[config.mk]
export PLATFORM = sky130hd
export DESIGN_NAME = stack_ctrl
export DESIGN_NICKNAME = d
export VERILOG_FILES = /design/src/rtl/stack_pkg.sv /design/src/rtl/stack_depth_cnt.sv /design/src/rtl/stack_ctrl.sv
export SDC_FILE = /design/constraint.sdc
export NUM_CORES = 1
export LEC_CHECK = 0
export ABC_CLOCK_PERIOD_IN_PS = 8300
export CORE_AREA = 2 2 216 218
export DETAILED_ROUTE_END_ITERATION = 8
export DIE_AREA = 0 0 218 220
export GPL_TIMING_DRIVEN = 0
export HOLD_SLACK_MARGIN = 0.05
export PLACE_DENSITY_LB_ADDON = 0.3
export REMOVE_ABC_BUFFERS = 1
export SETUP_SLACK_MARGIN = 0.15
export SLEW_MARGIN = 20
export SYNTH_ARGS = -nofsm -noshare
export SYNTH_HDL_FRONTEND = slang
export SYNTH_SLANG_ARGS = --single-unit
export TNS_END_PERCENT = 20
[constraint.sdc]
create_clock -name clk -period 8.3 [get_ports clk]
set_input_delay 1.66 -clock clk [delete_from_list [all_inputs] [get_ports clk]]
set_output_delay 1.66 -clock clk [all_outputs]
set_load 0.05 [all_outputs]
[src/rtl/stack_pkg.sv]
// Shared definitions for the stack controller.
//   DATA_W / DEPTH : default word width and stack capacity
//   op_e           : request operation encoding carried on req_op
//   state_e        : controller FSM states
package stack_pkg;

    localparam int DATA_W = 135;
    localparam int DEPTH  = 128;

    typedef enum logic [1:0] {
        OP_PUSH = 2'b00,
        OP_POP  = 2'b01,
        OP_PEEK = 2'b10,
        OP_RSVD = 2'b11
    } op_e;

    typedef enum logic [1:0] {
        ST_IDLE    = 2'b00,
        ST_ISSUE   = 2'b01,
        ST_CAPTURE = 2'b10,
        ST_RESP    = 2'b11
    } state_e;

endpackage

[src/rtl/stack_depth_cnt.sv]
// Occupancy counter for the stack controller.
//   clk, rst : clock and synchronous active-high reset
//   inc      : one entry was pushed this cycle
//   dec      : one entry was popped this cycle
//   depth    : current occupancy, 0..DEPTH
//   full     : depth == DEPTH
//   empty    : depth == 0
module stack_depth_cnt #(
    parameter int DEPTH = stack_pkg::DEPTH
) (
    input  logic                   clk,
    input  logic                   rst,
    input  logic                   inc,
    input  logic                   dec,
    output logic [$clog2(DEPTH):0] depth,
    output logic                   full,
    output logic                   empty
);

    localparam int CW = $clog2(DEPTH) + 1;
    localparam logic [CW-1:0] DEPTH_MAX = CW'(DEPTH);

    logic [CW-1:0] depth_reg;
    logic [CW-1:0] depth_next;

    // Saturate at both ends so a stray strobe can never wrap the count.
    always_comb begin
        depth_next = depth_reg;
        if (inc && !dec && depth_reg != DEPTH_MAX) begin
            depth_next = depth_reg + CW'(1);
        end else if (dec && !inc && depth_reg != '0) begin
            depth_next = depth_reg - CW'(1);
        end
    end

    always_ff @(posedge clk) begin
        if (rst) begin
            depth_reg <= '0;
        end else begin
            depth_reg <= depth_next;
        end
    end

    assign depth = depth_reg;
    assign full  = (depth_reg == DEPTH_MAX);
    assign empty = (depth_reg == '0);

endmodule

[src/rtl/stack_ctrl.sv]
// Request/response front end for an external stack.
//   clk, rst                      : clock and synchronous active-high reset
//   req_valid/req_ready/req_op/req_data : request channel (00 push, 01 pop, 10 peek, 11 reserved)
//   rsp_valid/rsp_ready/rsp_data/rsp_err : response channel, held until taken
//   stk_in/stk_push/stk_pop/stk_top/stk_out : stack-side port; strobes are one-cycle
//                                   pulses in ISSUE, stk_out is sampled in CAPTURE
//   depth/full/empty              : occupancy tracking
// One request is in flight at a time: IDLE -> ISSUE -> (CAPTURE) -> RESP -> IDLE,
// rejected requests go straight from IDLE to RESP.
module stack_ctrl #(
    parameter int DATA_W = stack_pkg::DATA_W,
    parameter int DEPTH  = stack_pkg::DEPTH
) (
    input  logic                   clk,
    input  logic                   rst,
    input  logic                   req_valid,
    output logic                   req_ready,
    input  logic [1:0]             req_op,
    input  logic [DATA_W-1:0]      req_data,
    output logic                   rsp_valid,
    input  logic                   rsp_ready,
    output logic [DATA_W-1:0]      rsp_data,
    output logic                   rsp_err,
    output logic [DATA_W-1:0]      stk_in,
    output logic                   stk_push,
    output logic                   stk_pop,
    output logic                   stk_top,
    input  logic [DATA_W-1:0]      stk_out,
    output logic [$clog2(DEPTH):0] depth,
    output logic                   full,
    output logic                   empty
);

    import stack_pkg::*;

    state_e            state_reg;
    state_e            state_next;
    op_e               op_reg;
    logic [DATA_W-1:0] stk_in_reg;
    logic [DATA_W-1:0] rsp_data_reg;
    logic              rsp_err_reg;

    logic accept;
    logic req_ok;
    logic cnt_inc;
    logic cnt_dec;

    assign accept = req_valid && (state_reg == ST_IDLE);

    // A request is serviceable only if the stack can honour it right now.
    always_comb begin
        req_ok = 1'b0;
        case (op_e'(req_op))
            OP_PUSH: req_ok = !full;
            OP_POP:  req_ok = !empty;
            OP_PEEK: req_ok = !empty;
            default: req_ok = 1'b0;
        endcase
    end

    always_comb begin
        state_next = state_reg;
        case (state_reg)
            ST_IDLE: begin
                if (req_valid) begin
                    state_next = req_ok ? ST_ISSUE : ST_RESP;
                end
            end
            ST_ISSUE: begin
                state_next = (op_reg == OP_PUSH) ? ST_RESP : ST_CAPTURE;
            end
            ST_CAPTURE: begin
                state_next = ST_RESP;
            end
            ST_RESP: begin
                if (rsp_ready) begin
                    state_next = ST_IDLE;
                end
            end
            default: state_next = ST_IDLE;
        endcase
    end

    always_ff @(posedge clk) begin
        if (rst) begin
            state_reg    <= ST_IDLE;
            op_reg       <= OP_PUSH;
            stk_in_reg   <= '0;
            rsp_data_reg <= '0;
            rsp_err_reg  <= 1'b0;
        end else begin
            state_reg <= state_next;
            if (accept) begin
                op_reg       <= op_e'(req_op);
                stk_in_reg   <= req_data;
                // Pushes and rejects answer with zero data; pop/peek overwrite in CAPTURE.
                rsp_data_reg <= '0;
                rsp_err_reg  <= !req_ok;
            end
            if (state_reg == ST_CAPTURE) begin
                rsp_data_reg <= stk_out;
            end
        end
    end

    // Strobes are decoded from the state so they can only ever appear in ISSUE.
    assign stk_push = (state_reg == ST_ISSUE) && (op_reg == OP_PUSH);
    assign stk_pop  = (state_reg == ST_ISSUE) && (op_reg == OP_POP);
    assign stk_top  = (state_reg == ST_ISSUE) && (op_reg == OP_PEEK);

    assign cnt_inc = stk_push;
    assign cnt_dec = stk_pop;

    stack_depth_cnt #(
        .DEPTH (DEPTH)
    ) u_depth_cnt (
        .clk   (clk),
        .rst   (rst),
        .inc   (cnt_inc),
        .dec   (cnt_dec),
        .depth (depth),
        .full  (full),
        .empty (empty)
    );

    assign req_ready = (state_reg == ST_IDLE);
    assign rsp_valid = (state_reg == ST_RESP);
    assign rsp_data  = rsp_data_reg;
    assign rsp_err   = rsp_err_reg;
    assign stk_in    = stk_in_reg;

endmodule
==> results of run 1 <==
[synth_stat cells, types with 2 or more instances]
cell type and n:
nor2b_1 2, inv_1 12, nand2_1 412, ha_1 13, a211oi_1 6, dfxtp_1 283, o21ai_0 8, nor3_1 2
mux2_2 2, a21o_1 2, nor3b_1 3, a211o_1 2, or4b_1 2, clkbuf_1 107, xnor2_1 2, nand2b_1 2
a21oi_1 277, nor2_1 285, mux2i_1 3
[layer usage]
| metal | GRT usage | share of wire | routed length [um] | vias up |
|---|---|---|---|---|
| met2 | 0.252 | 0.48 | 18300 | 394 |
| met4 | 0.0540 | 0.024 | 927 | 2 |
| li1 | - | - | - | 5631 |
| met5 | 0 | 0.00026 | 10 | - |
| met3 | 0.0574 | 0.098 | 3740 | 56 |
| met1 | 0.166 | 0.40 | 15000 | 5040 |
[kinds of logic after synthesis]
group	after synthesis
compound gates	303
xor+xnor	2
buf+inv	120
flops	283
mux	5
simple gates	718
fa+ha+maj	14
[path summary, 6_finish.rpt]
path	start	end	slack, ps	cells past startpoint
hold / removal	stk_in[9]$_SDFFE_PP0P_	stk_in[9]$_SDFFE_PP0P_	450	2
setup / recovery	u_depth_cnt.depth[0]$_SDFFE_PP0P_	empty	4030	3
hold reg to reg	stk_in[9]$_SDFFE_PP0P_	stk_in[9]$_SDFFE_PP0P_	450	2
setup reg to reg	u_depth_cnt.depth[7]$_SDFFE_PP0P_	u_depth_cnt.depth[7]$_SDFFE_PP0P_	5180	8
[power by group]
part | switching [uW] | total [uW] | internal (uW)
combinational | 1930 | 2940 | 1020
clock | 585 | 1600 | 1010
sequential | 147 | 1760 | 1610
total | 2660 | 6300 | 3640
[area by class of cell]
class,instances,area (sq um),share of cell area
multi-input combinational,1042,4630,0.254
clock buffer,51,1070,0.0586
timing repair buffer,573,5920,0.325
clock inverter,8,140,0.00769
tap,607,759,0.0417
inverter,12,45.0,0.00247
sequential,283,5670,0.311
[worst max-delay path, delay by kind of cell (launching register included)]
kind	cells	cell delay (ps)
buffers and inverters	1	860
DFF	1	380
and+or+nand+nor	2	840
[stage by stage]
stage | instances | utilization | setup WS (ps)
after floorplan | 1337 | - | 1880
after global placement | 2505 | 0.364 | -2550
after detailed placement | 2517 | 0.371 | 4550
after CTS | 2576 | 0.397 | 3970
after global routing | 2576 | 0.397 | 3940
final | 2576 | 0.397 | 4030
==> flow_summary.yaml, run 1 <==
detailed_routing:
  wl_per_cell_um: 14.7
  vias: 11100
  vias_per_cell: 4.32
  drt_pass1_iterations: 5
  drt_iter0_markers: 447
  totalWireLength_mm: 38.0
  remaining_drc_errors: 0
  ant_nets: 0
logic_synthesis:
  ys_warn_count: 0
  yosysTopAreaCell: "dfxtp_1"
  ys_ff_latch: 283
  avgSynthCellArea_sq_um: 7.42
  synthAdderAreaFrac: 0.0170
  syn-instance-count: 1445
  synthTopCellsByArea: "dfxtp_1, nand2_1, a21oi_1"
  synth_flop_cell: "dfxtp_1"
  seq_area_frac_synth: 0.528
  synth-xor-area-share: 0.00163
  synth_area_sq_um: 10700
  synth_enable_flop_cells: 0
  synth_top_cell_area_share: 0.528
  synth_mux_area_frac: 0.00490
  synth_cell_types: 39
  async_reset_ff_frac: 0
  synth-simple-area-share: 0.259
  synth_compound_area_frac: 0.147
  synth_top_family_by_area: "simple AND/OR/NAND/NOR gates"
die:
  dieArea_sq_um: 48000
  rows: 79
  num_io_pins: 562
  initial_utilization: 0.234
  core_sq_um: 45900
  die-height_um: 220
  fp.dieW_um: 218
global_routing:
  grt_pass1_wl_mm: 56.4
  grt_use_total: 0.148
  grt_max_degree: 120
  overflow: 0
  antenna_found_initial: 1
  grt_pass1_vias: 10300
pwr:
  p_per_area_nw_per_um2: 345
  p_total_uw: 6300
  p_leak_uw: 0.00690
  ir_drop_uv: 181
sta:
  fin_tns_setup_ps: 0
  hold_ws_ps: 452
  hold_viol: 0
  worst_slew_pin_slew_ps: 735
  fmax_mhz: 234
  setup_violations: 0
  fin_crit_sh: 0.515
  finalCriticalPeriod_ps: 4270
  fin_skew_ps: 8.42
  rsz0062_at_grt: "no"
  timing.slew.headroom: 0.507
  drv_slew: 0
critical_path:
  worst_setup_path_end_kind: "output port"
  crit_type: "register to output port"
  worstPathRequired_ps: 6640
  crit_chain: "or4_4 -> nor3_4 -> clkdlybuf4s50_1"
  crit_path_start_kind: "register"
  max_stage_delay_ps: 860
  critPathArrivalTime_ps: 2610
  crit_fanout: 6
  crit_slowest_cell: "clkdlybuf4s50_1"
placement:
  postPlaceCellArea_sq_um: 17000
  hpwlAfterDp_mm: 27.0
  gp_congestion: 0.758
  port-buffer-count: 561
clocking:
  cts_tree: "yes"
  htree_levels: 2
  postCtsSetupBuffers: 0
  path_clk_slew_ps: 60
  cts_hold_buf: 0
  clkSinkCount: 283
  cts_buffers: 34
  clockBufferDepth: 3
  cts_root_buf: "clkbuf_16"
  cts_resized: 0
  insertion_delay_ps: 530
final_layout:
  areaGrowthSynthToFinish_pct: 70.0
  fin_area_sq_um: 18200
  fill_cells: 4612
  layout_common_cells: "clkdlybuf4s50_1, nand2_1, nor2_1"
  nets: 2236
  n_antenna_cell: 0
  drive_gt1_frac: 0.0391
  layout_commonest_cell: "clkdlybuf4s50_1"
outcome:
  outcome: "finished, final reports clean"
worst_hold_path:
  hp-class: "register to register"
job:
  maxCapViolations: 0
No activity file was read; power rests on OpenSTA's default activity.
==> run 2: changes to the inputs <==
ABC_CLOCK_PERIOD_IN_PS = 3800   (was 8300)
clock period = 3.8 ns   (was 8.3 ns; I/O delays follow)
==> results of run 2 <==
Same layout as run 1 (identical final DEF). Status: finished, final reports clean.
Main changes from that run: setup slack after placement 4550 ps -> 693 ps; setup slack after layout 4030 ps -> 428 ps; register-to-register setup slack 5180 ps -> 680 ps; total power 6300 uW -> 13800 uW; worst IR drop on VDD 181 uV -> 396 uV
